$ cat src/rtl/alu_pipe_p.sv
// Two-stage pipelined N-bit ALU with valid/ready handshakes on input and output.
// Optional accumulator operand source is compiled in with `define ALU_ACC_EN.
module alu_pipe_p #(
    parameter int N = 4
) (
    input  logic         clk,
    input  logic         rst_n,
    input  logic         in_valid,
    output logic         in_ready,
    input  logic [N-1:0] A,
    input  logic [N-1:0] B,
    input  logic [2:0]   OP,
    input  logic         in_acc,
    output logic         out_valid,
    input  logic         out_ready,
    output logic [N-1:0] Y,
    output logic [3:0]   FLAGS
);

    typedef enum logic [2:0] {
        OP_AND  = 3'b000,
        OP_OR   = 3'b001,
        OP_XOR  = 3'b010,
        OP_NOR  = 3'b011,
        OP_ADD  = 3'b100,
        OP_SUB  = 3'b101,
        OP_SLT  = 3'b110,
        OP_PASS = 3'b111
    } op_t;

    logic         s1_valid;
    logic [N-1:0] s1_a;
    logic [N-1:0] s1_b;
    op_t          s1_op;
    logic         adv1;
    logic         adv2;
    logic [N-1:0] bop;
    logic [N:0]   sum;
    logic [N:0]   dif;
    logic         lt;
    logic [N-1:0] res;
    logic         c_flag;
    logic         v_flag;
    logic [3:0]   flg;

    // S2 can take a new beat when it is empty or being drained this cycle.
    assign adv2     = s1_valid & (~out_valid | out_ready);
    assign adv1     = ~s1_valid | adv2;
    assign in_ready = adv1;

    always_ff @(posedge clk or negedge rst_n) begin
        if (!rst_n) begin
            s1_valid <= 1'b0;
            s1_a     <= '0;
            s1_b     <= '0;
            s1_op    <= OP_AND;
        end else if (adv1) begin
            s1_valid <= in_valid;
            if (in_valid) begin
                s1_a  <= A;
                s1_b  <= B;
                s1_op <= op_t'(OP);
            end
        end
    end

`ifdef ALU_ACC_EN
    logic [N-1:0] acc;
    logic         s1_acc;

    always_ff @(posedge clk or negedge rst_n) begin
        if (!rst_n) begin
            s1_acc <= 1'b0;
        end else if (adv1 && in_valid) begin
            s1_acc <= in_acc;
        end
    end

    // The accumulator tracks every retired result, so a dependent beat sitting
    // in S1 always sees its predecessor's result at the moment it advances.
    always_ff @(posedge clk or negedge rst_n) begin
        if (!rst_n) begin
            acc <= '0;
        end else if (adv2) begin
            acc <= res;
        end
    end

    assign bop = s1_acc ? acc : s1_b;
`else
    logic unused_in_acc;
    assign unused_in_acc = in_acc;
    assign bop           = s1_b;
`endif

    assign sum = {1'b0, s1_a} + {1'b0, bop};
    assign dif = {1'b0, s1_a} + {1'b0, ~bop} + {{N{1'b0}}, 1'b1};
    assign lt  = $signed(s1_a) < $signed(bop);

    always_comb begin
        res    = '0;
        c_flag = 1'b0;
        v_flag = 1'b0;
        case (s1_op)
            OP_AND:  res = s1_a & bop;
            OP_OR:   res = s1_a | bop;
            OP_XOR:  res = s1_a ^ bop;
            OP_NOR:  res = ~(s1_a | bop);
            OP_ADD: begin
                res    = sum[N-1:0];
                c_flag = sum[N];
                v_flag = (s1_a[N-1] == bop[N-1]) && (sum[N-1] != s1_a[N-1]);
            end
            OP_SUB: begin
                res    = dif[N-1:0];
                c_flag = dif[N];
                v_flag = (s1_a[N-1] != bop[N-1]) && (dif[N-1] != s1_a[N-1]);
            end
            OP_SLT:  res = {{(N-1){1'b0}}, lt};
            OP_PASS: res = s1_a;
            default: res = '0;
        endcase
        flg = {(res == '0), res[N-1], c_flag, v_flag};
    end

    // Without adv2, out_ready can only be high here when S1 is empty, so the
    // output slot simply drains and Y/FLAGS keep their last value.
    always_ff @(posedge clk or negedge rst_n) begin
        if (!rst_n) begin
            out_valid <= 1'b0;
            Y         <= '0;
            FLAGS     <= '0;
        end else if (adv2) begin
            out_valid <= 1'b1;
            Y         <= res;
            FLAGS     <= flg;
        end else if (out_ready) begin
            out_valid <= 1'b0;
        end
    end

endmodule

$ cat config.mk
export PLATFORM = sky130hd
export DESIGN_NAME = alu_pipe_p
export DESIGN_NICKNAME = d
export VERILOG_FILES = /design/src/rtl/alu_pipe_p.sv
export SDC_FILE = /design/constraint.sdc
export NUM_CORES = 1
export LEC_CHECK = 0
export BUFFER_PORTS_ARGS = -buffer_cell sky130_fd_sc_hd__buf_2
export CORE_MARGIN = 2
export CORE_UTILIZATION = 35
export DETAILED_ROUTE_END_ITERATION = 8
export PLACE_DENSITY = 0.62
export SYNTH_ARGS = -nofsm -noshare
export SYNTH_HDL_FRONTEND = slang
export SYNTH_SLANG_ARGS = --single-unit
$ cat constraint.sdc
create_clock -name clk -period 5.38 [get_ports clk]
set_input_delay 0.269 -clock clk [delete_from_list [all_inputs] [get_ports clk]]
set_output_delay 0.269 -clock clk [all_outputs]
set_load 0.005 [all_outputs]
# Word-level counts from Yosys, hierarchy flattened
# Cells that the tools add are included.
# classes
addsub	3
n_lt_le_gt_ge	1
n_eq_ne	11
n_mux	5
n_bitwise	10
reduce_logical	6
# ops
cell	n
$pmux 4 s8	1
$eq 3x3->1 const B	4
$add 4x4->5	2
$not 4->4	2
$eq 3x2->1 const B	2
$add 5x1->5 const B	1
$and 4x4->4	1
$logic_not 4->1	1
$lt 4x4->1	1
$or 4x4->4	1
$pmux 1 s2	2
$xor 4x4->4	1
$eq 3x1->1 const B	1
$logic_not 3->1	1
$ne 1x1->1	3
$logic_and 1x1->1	2
$mux 1	2
$not 1->1	2
$or 1x1->1	2
$reduce_and 2->1	1
$reduce_bool 2->1	1
$and 1x1->1	1
$eq 1x1->1	1
# word_totals
ff_bits	21
inputBits	16
out_inout_bits	10
word_cells	43

# Depth between registers and ports, before layout
# logic_depth
word_depth	6
mapped_depth	9
ltp_nobuf	9

# Worst setup path after synthesis
# No wires, ideal clock.
# synth_path
path_kind	reg-to-reg
from	reg s1_a[0]
to	reg FLAGS[3]
setup_time_ps	95
arrival_ps	1888
required_time_ps	5285
slack_ps	3397
stages_incl_launch_ff	10
n_path_buf	0
cell_sequence	dfrtp_1 > inv_1 > ha_1 > inv_1 > fa_1 > nand3_1 > o31ai_1 > a2111oi_2 > nand2_1 > o31ai_1
# synth_between
elab_chain_len	4
# synth_lines
item	line_no	text
start: declaration	32	logic [N-1:0] s1_a;
start signal: assignment	54	s1_a <= '0;
start signal: assignment	60	s1_a <= A;
$add 4x4->5 or $or 4x4->4 (tied branches)	97, 106, 108	
$add 5x1->5 or $not 4->4 (tied branches)	97, 108	
$pmux 4 s8 (*)	104	case (s1_op)
$logic_not 4->1 (*)	123	flg = {(res == '0), res[N-1], c_flag, v_flag};
end signal: assignment	136	FLAGS <= flg;
end: declaration	17	output logic [3:0] FLAGS
# Mark *: on every way between the ends. The rest lies on a longest branch, timed or not.
# A chain may end at the register's enable or synchronous reset.

# Worst setup path in the final report
# Same ends and word-level chain as after synthesis.

==> results.toml <==
[power]
ir_drop_mv = 0.179
power_leakage_nw = 0.772
power_density_nw_per_um2 = 336

[clock_network]
cts_root_buffer = "clkbuf_8"
path_clk_slew_ns = 0.07
post_cts_buffers = 0
clock_latency_ns = 0.26
cts_sinks = 20
h-tree-depth = 1
cts_tree = "built"
clock_path_buffers = 2
cts-buffers-inserted = 3

[drt]
routed_wl_um = 2890
ant_nets = 0
wl_per_cell_um = 13.5
viasPerCell = 5.11
drt_iter0_drc = 17
dr.pass1.iters = 4
vias = 1094
drc_errors = 0

[setup_path]
crit_buf_inv = 2
crit_path_end_kind = "register"
arrival_ns = 2.48
path_class = "register to register"
crit-reg2reg-launch = "s1_a[0]"
critical_path.slowest_cell = "a2111oi_2"
r2r.worst_path.cells = 9
critical_path_depth = 9
crit_family = "compound AO/OA/AOI/OAI gates"
worstPathCellList = "inv_1 -> ha_1 -> inv_1 -> fa_1 -> nand3_1 -> o31ai_1 -> a2111oi_2 -> nand2_1 -> o31ai_1"
startpoint = "s1_a[0]"
r2r_slack_ns = 3.07
crit_path_start_kind = "register"
critPathRequiredTime_ns = 5.55
reg2reg_to = "FLAGS[3]"
cp_max_fo = 3
endpoint = "FLAGS[3]"
max_stage_delay_ns = 0.52

[synthesis]
synth_fp_nets = 174
avgSynthCellArea_um2 = 10.1
ys_ff_latch = 20
post_synth_instance_area_um2 = 1460
yosys_most_used_dff = "dfrtp_1"
async_flop_share = 1.00
syn_inst = 144
synth-seq-area-share = 0.344
ys.warnings.count = 0
synthDistinctLibCells = 40
synth_enable_flop_cells = 0

[sta]
finalCritPeriodShare = 0.429
rsz0062_at_grt = "no"
fin_crit_ns = 2.31
tightest_slew_ns = 0.714
finalHoldViolations = 0
fin_worst_skew_ns = 0.00679
drv_slew = 0
max_freq_mhz = 433
finalSetupViolations = 0
slew_headroom = 0.524
hold_ws_ns = 0.217
tns_ns = 0

[grt]
grt_first_pass_wirelength_um = 4930
grt_max_degree = 25
grt_pass1_vias = 1095
track_usage = 0.142
antenna_found_initial = 0
grt.overflow.total = 0

[final_layout]
final.fill_count = 376
syn2layout_area_growth_pct = 12.8
stdcell_area_um2 = 1640
diodes = 0
fin_nets = 195
final_util = 0.411
multi_input_area_um2 = 853
drive_above_1_share = 0.268
seqCellArea_um2 = 500
instances_no_fill = 214

[place]
gp_congestion = 0.845
dp.cells = 209
dp_hpwl_um = 2260
numPortBuffers = 24
place_area_um2 = 1580

[floorplan]
start_util = 0.364
dieArea_um2 = 4690
fp.dieH_um = 68.5
ios = 26
rows = 23
core_area_um2 = 4000
die_x_um = 68.5

[worst_hold_path]
hold_class = "primary input to register"

[outcome]
status = "finished, final reports clean"

[run]
max_cap_viol_count = 0
==> metrics by stage <==
stage	power [W]	setup WS, ns
6_report	0.000552	3.07
5_1_grt	0.000593	2.88
4_1_cts	0.000558	3.04
3_5_place_dp	0.000441	3.05
3_3_place_gp	0.000427	3.13
2_1_floorplan	0.000387	3.40
==> cell type report <==
type,count,share of cell area
Multi-Input combinational cell,104,0.519
Sequential cell,20,0.305
Tap cell,50,0.0381
Clock buffer,4,0.0335
Timing Repair Buffer,25,0.0792
Inverter,11,0.0251
==> metal layers <==
metal / up-vias / routed length, µm / global-route usage
met2: 16 / 1510 / 0.250
met4: 0 / 90 / 0.0850
met1: 532 / 1240 / 0.164
met3: 7 / 54 / 0.0146
met5: - / 0 / 0
li1: 539 / - / -
==> power breakdown <==
group          switching [W]  internal, W
logic               0.000108     0.000110
registers          0.0000387     0.000181
clock network      0.0000495    0.0000652
==> Yosys cell counts, types with 4 or more instances <==
| library cell | n | area, µm² |
|---|---|---|
| a21oi_1 | 5 | 25.0 |
| buf_2 | 4 | 20.0 |
| buf_4 | 4 | 30.0 |
| dfrtp_1 | 20 | 500 |
| ha_1 | 12 | 150 |
| inv_1 | 11 | 41.3 |
| mux2_2 | 13 | 146 |
| mux2i_1 | 6 | 60.1 |
| nand2_1 | 11 | 41.3 |
| nand2b_1 | 4 | 25.0 |
| nand3b_1 | 4 | 30.0 |
| nor2_1 | 7 | 26.3 |
==> repair_timing <==
item	CTS	global route
gates resized for setup	0	0
hold buffers	1	0
endpoints found under the hold margin	20	0
==> how the worst min path moves through the flow <==
stage / start / endpoint / slack [ns] / depth (start not counted)
floorplan: rst_n / FLAGS[0] / -0.03 / 0
finish: in_valid / s1_valid / 0.22 / 2
CTS: in_valid / s1_valid / 0.21 / 2
global placement: rst_n / s1_a[1] / 0.23 / 1
detailed placement: rst_n / s1_a[1] / 0.25 / 1
global route: in_valid / s1_valid / 0.23 / 2
==> kinds of logic after synthesis <==
logic type / count (synthesis) / synth area share
AND/OR/NAND/NOR: 40 / 0.151
flip-flops: 20 / 0.344
adder cells (fa/ha/maj): 14 / 0.131
buffers and inverters: 20 / 0.0704
XOR/XNOR: 5 / 0.0301
multiplexers: 19 / 0.142
AO/OA/AOI/OAI: 26 / 0.132
==> state kept, by name, indices dropped and copies added, names as in the netlist <==
| register | cells |
|---|---|
| FLAGS | 4 |
| bop | 4 |
| s1_a | 4 |
| Y | 3 |
| s1_op | 3 |
| out_valid | 1 |
| s1_valid | 1 |
==> cell usage in the layout, fill, tap and decap left out, types with 4 or more instances in the layout <==
cell | synthesis | layout
inv_1 | 11 | 11
mux2i_1 | 6 | 6
clkbuf_8 | 0 | 4
a21oi_1 | 5 | 5
nand3b_1 | 4 | 4
ha_1 | 12 | 12
mux2_2 | 13 | 13
dfrtp_1 | 20 | 20
nand2_1 | 11 | 11
nand2b_1 | 4 | 4
nor2_1 | 7 | 7
buf_2 | 4 | 24
==> worst reg2reg max path, stage by stage, from the launching register on <==
cell	delay, ns
dfrtp_1	0.40
inv_1	0.11
ha_1	0.19
inv_1	0.07
fa_1	0.43
nand3_1	0.08
o31ai_1	0.11
a2111oi_2	0.52
nand2_1	0.09
o31ai_1	0.23
Note: power is estimated with default switching activity, not from simulation.
